File: config.mk
export PLATFORM = sky130hd
export DESIGN_NAME = tdm_demux_4
export DESIGN_NICKNAME = d
export VERILOG_FILES = /design/src/rtl/tdm_demux_4.sv
export SDC_FILE = /design/constraint.sdc
export NUM_CORES = 1
export LEC_CHECK = 0
export CORE_UTILIZATION = 55
export CTS_BUF_LIST = sky130_fd_sc_hd__clkbuf_4 sky130_fd_sc_hd__clkbuf_8
export DETAILED_ROUTE_END_ITERATION = 16
export DONT_BUFFER_PORTS = 1
export PLACE_DENSITY = 0.8
export SYNTH_ARGS = -nofsm -noshare
export SYNTH_HDL_FRONTEND = slang
export SYNTH_SLANG_ARGS = --single-unit
File: constraint.sdc
create_clock -name CLOCK_50 -period 5.5 [get_ports CLOCK_50]
set_clock_uncertainty 0.2 [all_clocks]
set_input_delay 1.1 -clock CLOCK_50 [delete_from_list [all_inputs] [get_ports CLOCK_50]]
set_output_delay 1.1 -clock CLOCK_50 [all_outputs]
set_load 0.03 [all_outputs]
File: src/rtl/tdm_demux_4.sv
// Receive end of a 4-slot TDM link: locks to the frame marker, collects beats and presents whole frames.
// Optional build macro TDM_DEMUX_ERR_CNT_EN adds a saturating sync-error counter on err_count.
module tdm_demux_4 #(
    parameter int unsigned W = 2
) (
    input  logic         CLOCK_50,
    input  logic         RESET_N,
    input  logic         in_valid,
    input  logic         in_sync,
    input  logic [W-1:0] in_data,
    output logic [W-1:0] y0,
    output logic [W-1:0] y1,
    output logic [W-1:0] y2,
    output logic [W-1:0] y3,
    output logic         frame_valid,
    output logic         locked,
`ifdef TDM_DEMUX_ERR_CNT_EN
    output logic [7:0]   err_count,
`endif
    output logic         sync_error
);

    localparam int unsigned SLOT_W = 2;

    typedef enum logic [0:0] {
        HUNT   = 1'b0,
        LOCKED = 1'b1
    } state_t;

    state_t              state;
    logic [SLOT_W-1:0]   slot;
    logic [W-1:0]        shadow0;
    logic [W-1:0]        shadow1;
    logic [W-1:0]        shadow2;
    logic                err_event_c;

    // A framing violation: marker missing at slot 0, or marker arriving mid-frame.
    assign err_event_c = in_valid && (state == LOCKED) &&
                         (((slot == SLOT_W'(0)) && !in_sync) ||
                          ((slot != SLOT_W'(0)) && in_sync));

    always_ff @(posedge CLOCK_50 or negedge RESET_N) begin
        if (!RESET_N) begin
            state       <= HUNT;
            slot        <= SLOT_W'(0);
            shadow0     <= W'(0);
            shadow1     <= W'(0);
            shadow2     <= W'(0);
            y0          <= W'(0);
            y1          <= W'(0);
            y2          <= W'(0);
            y3          <= W'(0);
            frame_valid <= 1'b0;
            locked      <= 1'b0;
            sync_error  <= 1'b0;
        end else begin
            frame_valid <= 1'b0;
            sync_error  <= 1'b0;
            if (in_valid) begin
                case (state)
                    HUNT: begin
                        if (in_sync) begin
                            shadow0 <= in_data;
                            slot    <= SLOT_W'(1);
                            state   <= LOCKED;
                            locked  <= 1'b1;
                        end
                    end
                    LOCKED: begin
                        if (slot == SLOT_W'(0)) begin
                            if (in_sync) begin
                                shadow0 <= in_data;
                                slot    <= SLOT_W'(1);
                            end else begin
                                sync_error <= 1'b1;
                                state      <= HUNT;
                                locked     <= 1'b0;
                                slot       <= SLOT_W'(0);
                            end
                        end else if (in_sync) begin
                            // Resync: the partial frame is dropped, this beat starts a new one.
                            sync_error <= 1'b1;
                            shadow0    <= in_data;
                            slot       <= SLOT_W'(1);
                        end else begin
                            slot <= slot + SLOT_W'(1);
                            case (slot)
                                SLOT_W'(1): shadow1 <= in_data;
                                SLOT_W'(2): shadow2 <= in_data;
                                default: begin
                                    y0          <= shadow0;
                                    y1          <= shadow1;
                                    y2          <= shadow2;
                                    y3          <= in_data;
                                    frame_valid <= 1'b1;
                                end
                            endcase
                        end
                    end
                    default: begin
                        state  <= HUNT;
                        locked <= 1'b0;
                        slot   <= SLOT_W'(0);
                    end
                endcase
            end
        end
    end

`ifdef TDM_DEMUX_ERR_CNT_EN
    // Saturating count of framing violations; cleared only by reset.
    always_ff @(posedge CLOCK_50 or negedge RESET_N) begin
        if (!RESET_N) begin
            err_count <= 8'd0;
        end else if (err_event_c && (err_count != 8'hFF)) begin
            err_count <= err_count + 8'd1;
        end
    end
`endif

endmodule

# [Yosys cells after proc, flatten, opt, wreduce, memory -nomap -nowiden]
# Index checks and enable logic that the tools add are counted.
[classes] reduce_logical=8 bitwise=4 mux=22 eq_ne=5 n_addsub=1
[ops] operator="$mux 1" count=15
[ops] operator="$reduce_and 5->1" count=3
[ops] operator="$mux 2" count=4
[ops] operator="$ne 2x2->1 const B" count=2
[ops] operator="$not 1->1" count=4
[ops] operator="$pmux 1 s2" count=2
[ops] operator="$pmux 2 s2" count=1
[ops] operator="$reduce_and 2->1" count=2
[ops] operator="$reduce_and 4->1" count=1
[ops] operator="$add 2x1->2 const B" count=1
[ops] operator="$eq 2x1->1 const B" count=1
[ops] operator="$eq 2x2->1 const B" count=1
[ops] operator="$logic_not 2->1" count=1
[ops] operator="$ne 2x1->1 const B" count=1
[ops] operator="$reduce_or 2->1" count=1
[word_totals] input_bits=6 ff_bits=20 elab_cells=52

# [Logic depth before layout (Yosys ltp)]
# Gate-level depths: netlist of run 1.
[depth] ltp_word=7 mapped_depth=6 mapped_depth_nobuf=6

# [Worst setup path after synthesis of run 1]
# No wires, ideal clock.
[synth_path] kind="in2reg" from="in in_sync" to="reg y0[0]" required_time_ns=5.175 stages=5 path_slack_ns=3.125 setup_time_ns=0.125 arrival_time_ns=2.050 path_buffers=1 path_cell_list="buf_2 inv_1 ha_1 nand4b_2 mux2_2"
[synth_between] elab_chain_len=2
[synth_lines] item="from (decl)" line_no="9" text="input logic in_sync,"
[synth_lines] item="$not 1->1 (no source line)"
[synth_lines] item="$reduce_and 5->1 (no source line)"
[synth_lines] item="to (signal assigned)" line_no="91" text="y0 <= shadow0;"
[synth_lines] item="to (decl)" line_no="11" text="output logic [W-1:0] y0,"
# Every way passes these cells.
# A chain may end at the register's enable or synchronous reset.

# [Worst setup path in the final report of run 1]
[layout_path] from="reg locked" to="out locked"
[layout_rtl] item="from (decl)" line_no="16" text="output logic locked,"
[layout_rtl] item="from (signal assigned)" line_no="54" text="locked <= 1'b0;"
[layout_rtl] item="from (signal assigned)" line_no="66" text="locked <= 1'b1;"
[layout_rtl] item="from (signal assigned)" line_no="77" text="locked <= 1'b0;"
# No word-level cell between the ends.

==> flow_summary.toml, run 1 <==
[synthesis]
synthAdderAreaFrac_pct = 7.01
netlist_top_cells_area = "dfrtp_1 56%, mux2_2 18%, ha_1 7.0%"
synth_xor_xnor_area_share_pct = 0
synth-simple-area-share_pct = 11.6
synth_top_area_share_pct = 56.1
yosysSeqAreaShare_pct = 56.1
yosys.area.top_type = "dfrtp_1"
syn_area_um2 = 892
synth_top_family_by_area = "multiplexers"
synth_compound_gate_area_share_pct = 3.93
synthMuxAreaShare_pct = 17.7
yosysUniqueCellTypes = 21
synth_area_per_cell_um2 = 13.7
synth_nets = 76
synthCells = 65
ys_seq_elements = 20
synth_warnings = 0

[clocking]
tritoncts = "done"
postCtsSetupBuffers = 0
numCtsBuffers = 3
cts.path.max_buffers = 2
cts_hold_buffers = 0
htreeDepth = 1
cts_sinks = 20
clk_pin_slew_worst_paths_ns = 0.11
root_buffer = "clkbuf_4"
clk_latency_ns = 0.30
cts_resized = 0

[timing]
timing.fmax_ghz = 0.464
fin_crit_sh_pct = 39.2
drv_slew = 0
rsz0062_at_grt = "false"
layout_min_cycle_time_ns = 2.15
finalSetupViolCount = 0
relSlewSlack_pct = 76.9
fin_tns_setup_ns = 0
worst_slew_pin_slew_ns = 0.347
final.setup.worst_slack_ns = 3.35
hold_viol_final = 0

[global_routing]
grt_max_degree = 21
antenna_found_initial = 0
grt_pass1_wl_um = 2250
grt_overflow_total = 0
gr-usage-all-layers_pct = 16.9
grt_pass1_vias = 506

[pwr]
p_total_mw = 0.516
ir_drop_mv = 0.214
power_density_nw_per_um2 = 554
leakage_nw = 0.441

[detailed_routing]
antenna_left = 0
drtPass1Iterations = 4
drt-initial-drc-count = 8
vias_per_cell = 6.24
routedWlPerCell_um = 15.7
vias = 512
wirelength_um = 1280
drc = 0

[place]
dp_slack_ns = 3.16
dp_hpwl_um = 907
gp_congestion = 0.686
dpl_cell_area_um2 = 895
port-buffer-count = 0

[finish]
final_common_cell = "dfrtp_1"
design_area_um2 = 931
nets = 78
final_cell_mix = "20 x dfrtp_1, 14 x mux2_2, 5 x ha_1, 4 x inv_1, 3 x clkbuf_4"
area_delta_synth_final_pct = 4.35
num_antenna_cells = 0
nFillCells = 113
drive_gt1_share_pct = 28.8

[worst_setup_path]
worstRegToRegCells = 6
critPathLaunchType = "flop"
worst_ep_required_time_ns = 4.20
cp-end-kind = "output port"
path_class = "flop to output port"
arrival_ns = 0.85
path_depth = 0
path_max_fanout = 3

[floorplanning]
fp-row-count = 14
fp.coreArea_um2 = 1510
die_w_um = 42.3
pin_count = 17
die-height_um = 42.3
die_area_um2 = 1790
initial_core_util_pct = 59.2

[min_path]
hold_path.class = "input pin to async pin"

[run_status]
status = "finished, final reports clean"

[flow_run]
drv_cap = 0
-- area by class of cell --
type,count,area [um^2],share of cell area (%)
flip-flops and latches,20,500,53.8
well taps,16,20.0,2.15
multi-input cells,38,359,38.6
clock buffers,4,36.3,3.90
inverters,4,15.0,1.61
-- power breakdown --
group,switching (mW),total (mW),internal [mW]
Clock,0.0427,0.0831,0.0404
Sequential,0.108,0.312,0.203
Combinational,0.0478,0.121,0.0732
-- logic make-up (layout without fill, tap and decap cells) --
| kind of cell | Yosys count | count (layout) |
|---|---|---|
| AOI/OAI and AO/OA | 5 | 5 |
| DFF | 20 | 20 |
| adders and majority gates | 5 | 5 |
| and+or+nand+nor | 14 | 14 |
| buffers and inverters | 7 | 8 |
| muxes | 14 | 14 |
-- flip-flops by register name, summed over array words and instances (netlist names), 2 cells and up --
signal / count
shadow0: 2
shadow2: 2
slot: 2
shadow1: 2
y3: 2
y0: 2
y2: 2
y1: 2
-- synthesized netlist by cell type (all sizes together) --
cell type / instances
nor3b: 1
inv: 4
buf: 3
ha: 5
nor3: 1
or3b: 1
dfrtp: 20
nor4bb: 1
and3: 2
nand4b: 2
nand2: 2
and4b: 1
a31oi: 1
a21oi: 2
mux2: 14
o221ai: 1
nor2b: 1
nand4: 2
a221o: 1
-- layer usage --
metal  track usage, %  wire length (um)  vias up
li1                 -                 -      240
met1             22.7               652      257
met2             25.5               570       12
met3             4.74                42        3
met4             7.50                19        0
met5                0                 0        -
-- stage by stage --
stage	hold slack, ns	util [%]	std cells
2_1_floorplan	0.275	-	65
3_3_place_gp	0.284	59.4	78
3_5_place_dp	0.291	59.4	78
5_1_grt	0.248	61.8	82
4_1_cts	0.270	61.8	82
6_report	0.278	61.8	82
-- path summary, 6_finish.rpt --
check / startpoint / to / slack, ns
max: locked / locked / 3.35
min: RESET_N / y1[0] / 0.28
max reg2reg: slot[0] / y1[1] / 3.54
min reg2reg: shadow1[1] / shadow1[1] / 0.31
max in group asynchronous: RESET_N / state / 4.75
min in group CLOCK_50: shadow1[1] / shadow1[1] / 0.31
(Power assumes the default switching activity.)
==> inputs of run 2 (changes only) <==
Settings changed: ABC_AREA set to 1.
Clock period 5.5 ns to 2.3 ns, I/O delays scaled along.
==> flow_summary.toml, run 2 <==
[timing]
layout_min_cycle_time_ns = 1.95
rsz0062_at_grt = "false"
fin_crit_sh_pct = 84.6
finalSetupViolCount = 0
fin_tns_setup_ns = 0
hold_viol_final = 0
relSlewSlack_pct = 42.4
drv_slew = 0
whs_ns = 0.0297
timing.fmax_ghz = 0.514
worst_slew_pin_slew_ns = 0.862

[flow_run]
drv_cap = 0

[synthesis]
synthCells = 101
netlist_top_cells_area = "dfrtp_1 56%, nand2_1 18%, nand3_1 7.3%"
yosysSeqAreaShare_pct = 56.0
synth_nets = 112
synth_common_cells = "43 x nand2_1, 20 x dfrtp_1, 13 x nand3_1"
synth_warnings = 0
synth_area_per_cell_um2 = 8.85
synth_top_area_share_pct = 56.0
synthArstFlopShare_pct = 100
yosys.area.top_type = "dfrtp_1"
syn_area_um2 = 893
synth-main-ff-cell = "dfrtp_1"
synth_edf_count = 0
synth_most_common_cell = "nand2_1"
yosysUniqueCellTypes = 16
ys_seq_elements = 20

[global_routing]
grt_pass1_vias = 588
grt_max_degree = 21
antenna_found_initial = 0
grt_overflow_total = 0
grt_pass1_wl_um = 2540
gr-usage-all-layers_pct = 19.3

[clocking]
htreeDepth = 1
clk_pin_slew_worst_paths_ns = 0.11
root_buffer = "clkbuf_4"
clk_latency_ns = 0.29
postCtsSetupBuffers = 0
cts_sinks = 20
numCtsBuffers = 3
tritoncts = "done"
cts.path.max_buffers = 2

[worst_setup_path]
cp_slowest_stage_delay_ns = 0.40
path_class = "flop to flop"
crit_buf_inv = 3
critPathLaunchType = "flop"
cp-end-kind = "flop"
worst_ep_required_time_ns = 2.29
crit_family = "simple AND/OR/NAND/NOR gates"
r2r_slack_ns = 0.35
path_cells = "inv_1, ha_1, inv_1, ha_1, clkinv_2, nor2_4, nand2_2, nand2_1, nand2_1"
cp_slowest_cell = "dfrtp_1"
arrival_ns = 1.94
path_max_fanout = 15

[pwr]
power_density_nw_per_um2 = 1270
pwr-share-comb_pct = 26.0
p_seq_share_pct = 57.5
swShare_pct = 43.9
p_sw_mw = 0.531
internal_power_mw = 0.678
clkPwrFrac_pct = 16.5
leakage_nw = 0.523
ir_drop_mv = 0.623

[floorplanning]
fp-row-count = 14
die_w_um = 42.3
pin_count = 17
fp.coreArea_um2 = 1510
die-height_um = 42.3
initial_core_util_pct = 59.3
die_area_um2 = 1790

[detailed_routing]
wirelength_um = 1470
vias = 634
drc = 0
routedWlPerCell_um = 12.1
drt-initial-drc-count = 13
vias_per_cell = 5.24
drtPass1Iterations = 4
antenna_left = 0

[place]
dp_hpwl_um = 1120
gp_congestion = 0.756
placed_cells = 116
dpl_cell_area_um2 = 902
port-buffer-count = 0

[finish]
final_common_cell = "nand2_1"
nFillCells = 134
drive_gt1_share_pct = 8.57
nets = 117
fin_util_pct = 63.0
final_cell_mix = "43 x nand2_1, 20 x dfrtp_1, 13 x nand3_1, 5 x inv_1, 5 x ha_1"
stdcell_count = 121
area_delta_synth_final_pct = 6.16
num_antenna_cells = 0
design_area_um2 = 948

[min_path]
hold_path.class = "input pin to flop"

[run_status]
status = "finished, final reports clean"
[run 2: cell types whose count changed in the layout (fill, tap and decap cells not counted), sizes merged, moves of 2 or more]
| cell | delta |
|---|---|
| nand2 | +43 |
| clkinv | +2 |
| nand4b | -2 |
| inv | +2 |
| and3 | -2 |
| nor2 | +5 |
| nand4 | -2 |
| nand3 | +13 |
| mux2 | -14 |
[run 2: routing by layer]
metal | up-vias | part of all wire, % | global-route usage (%)
met1 | 289 | 44 | 21.8
met3 | 4 | 4.2 | 5.17
met4 | 0 | 1.6 | 9.38
met5 | - | 0 | 0
li1 | 326 | - | -
met2 | 15 | 50 | 33.2
[run 2: area by class of cell]
cell class	count	area [um^2]	share of cell area, %
flip-flops and latches	20	500	52.8
multi-input cells	72	350	36.9
clock buffers	4	36.3	3.83
inverters	8	31.3	3.30
well taps	16	20.0	2.11
repair buffers	1	10.0	1.06
[run 2: timing repair]
action                                 CTS  global route
gates resized for setup                  0             0
endpoints found under the hold margin   20             0
hold buffers                             1             0
[run 2: power by group through the flow]
stage	registers (mW)	clock network [mW]	logic (mW)
finish	0.695	0.199	0.314
detailed placement	0.704	0	0.311
global route	0.707	0.217	0.372
floorplan	0.680	0	0.263
CTS	0.696	0.205	0.319
global placement	0.699	0	0.296
[run 2: cell families (layout without fill, tap and decap cells)]
family | after synthesis | after routing | share of synthesized area [%]
AND/OR/NAND/NOR | 65 | 65 | 31.1
flip-flops | 20 | 20 | 56.0
buffers and inverters | 9 | 13 | 4.76
adder cells (fa/ha/maj) | 5 | 5 | 7.00
AO/OA/AOI/OAI | 2 | 2 | 1.12
[run 2: metrics by stage]
step | total power, mW | setup slack [ns]
2_1_floorplan | 0.943 | 0.678
3_3_place_gp | 0.995 | 0.466
3_5_place_dp | 1.02 | 0.364
4_1_cts | 1.22 | 0.345
5_1_grt | 1.30 | 0.159
6_report | 1.21 | 0.354
[run 2: worst reg2reg max path: stages, from the launching register on]
cell	delay, ns
dfrtp_1	0.40
inv_1	0.10
ha_1	0.24
inv_1	0.10
ha_1	0.17
clkinv_2	0.06
nor2_4	0.27
nand2_2	0.17
nand2_1	0.10
nand2_1	0.05
[run 2: worst paths after layout]
| check | start | endpoint | depth (start not counted) |
|---|---|---|---|
| min in group asynchronous | RESET_N | y1[0] | 1 |
| max in group asynchronous | RESET_N | slot[0] | 1 |
| min reg2reg | shadow2[0] | shadow2[0] | 2 |
| min | in_sync | frame_valid | 1 |
| max reg2reg | slot[0] | y2[1] | 9 |
| max | slot[0] | y2[1] | 9 |
==> inputs of run 3 (changes only) <==
Settings changed: PLACE_DENSITY 0.8 to 0.83.
Clock period 2.3 ns to 1.73 ns, I/O delays scaled along.
==> flow_summary.toml, run 3 (same netlist as run 2, synthesis figures left out) <==
[run_status]
status = "finished, final reports clean"

[detailed_routing]
drt-initial-drc-count = 27
drc = 0
antenna_left = 0
vias_per_cell = 5.40
drtPass1Iterations = 5
vias = 723
routedWlPerCell_um = 13.4
wirelength_um = 1800

[floorplanning]
die-height_um = 42.3
fp.coreArea_um2 = 1510
pin_count = 17
die_w_um = 42.3
initial_core_util_pct = 59.3
die_area_um2 = 1790
fp-row-count = 14

[place]
dp_hpwl_um = 1190
placed_cells = 121
dp_slack_ns = -0.0396
gp_congestion = 0.778
port-buffer-count = 0

[pwr]
ir_drop_mv = 0.945
power_density_nw_per_um2 = 1720
p_total_mw = 1.92
leakage_nw = 0.605

[min_path]
hold_path.class = "input pin to flop"
hold_depth = 2
hold_path_startpoint = "in_sync"
hold-path-endpoint = "slot[0]"

[worst_setup_path]
worstRegToRegCells = 9
path_max_fanout = 6
path_class = "flop to flop"
timing.rr.start = "slot[1]"
worst_ep_required_time_ns = 1.72
critPathLaunchType = "flop"
r2r-end = "shadow1[0]"
cp-end-kind = "flop"
critPathLaunch = "slot[1]"
arrival_ns = 1.65
r2r_slack_ns = 0.07

[clocking]
root_buffer = "clkbuf_4"
tritoncts = "done"
htreeDepth = 1
clk_latency_ns = 0.30
cts_sinks = 20
numCtsBuffers = 3
cts.path.max_buffers = 2
clk_pin_slew_worst_paths_ns = 0.10

[global_routing]
grt_max_degree = 21
antenna_found_initial = 0
grt_pass1_vias = 679
grt_pass1_wl_um = 2750
grt_overflow_total = 0
gr-usage-all-layers_pct = 21.0

[timing]
fin_tns_setup_ns = 0
drv_slew = 0
hold_viol_final = 0
fin_crit_sh_pct = 96.0
timing.fmax_ghz = 0.602
final.setup.worst_slack_ns = 0.0699
relSlewSlack_pct = 40.2
finalSetupViolCount = 0
layout_min_cycle_time_ns = 1.66
worst_slew_pin_slew_ns = 0.894

[flow_run]
drv_cap = 0

[finish]
fin_util_pct = 73.9
final_cell_mix = "43 x nand2_1, 20 x dfrtp_1, 13 x nand3_1, 6 x buf_4, 5 x dlygate4sd3_1"
nets = 130
final_common_cell = "nand2_1"
stdcell_count = 134
drive_gt1_share_pct = 18.6
area_delta_synth_final_pct = 24.7
num_antenna_cells = 0
[run 3: per-stage QoR]
| step | hold slack, ns | area [um^2] |
|---|---|---|
| 2_1_floorplan | -0.150 | 893 |
| 3_3_place_gp | -0.149 | 940 |
| 4_1_cts | 0.0162 | 1050 |
| 6_report | 0.0344 | 1110 |
| 5_1_grt | 0.0584 | 1110 |
| 3_5_place_dp | -0.149 | 940 |
[run 3: worst max-delay path by stage]
| stage | end | depth (start not counted) |
|---|---|---|
| 6_report | shadow1[0] | 9 |
| 5_1_grt | shadow2[1] | 9 |
| 4_1_cts | y3[1] | 9 |
| 3_5_place_dp | y3[1] | 9 |
| 3_3_place_gp | y0[0] | 9 |
| 2_1_floorplan | y0[0] | 9 |
[run 3: report_power, final]
part / switching, mW / internal (mW)
registers: 0.288 / 0.631
logic: 0.357 / 0.267
clock network: 0.141 / 0.234
[run 3: layout make-up]
| class | instances | area [um^2] |
|---|---|---|
| well taps | 16 | 20.0 |
| multi-input cells | 72 | 380 |
| repair buffers | 14 | 129 |
| flip-flops and latches | 20 | 500 |
| clock buffers | 3 | 22.5 |
| clock inverters | 1 | 30.0 |
| fillers | 113 | 393 |
| inverters | 8 | 31.3 |
[run 3: repair_timing]
item                       in CTS  in global routing
hold buffers                    5                  0
hold endpoints to repair       30                  0
gates resized for setup         0                 10
pin swaps                       1                  2
setup endpoints to repair      12                 12
buffers inserted                1                  3
[run 3: worst max-delay path, cell delays in order (launching register included)]
cell and delay (ns):
dfrtp_1 0.38, inv_2 0.07, ha_4 0.16, inv_2 0.07, ha_4 0.13, clkinv_2 0.06
nor2_4 0.23, nand2_1 0.11, nand2_1 0.09, nand2_1 0.06
[run 3: per-layer routing]
layer | global-route usage (%) | share of wire, %
met1 | 23.1 | 43
met2 | 36.9 | 52
met3 | 5.17 | 3.3
met4 | 11.3 | 1.9
met5 | 0 | 0
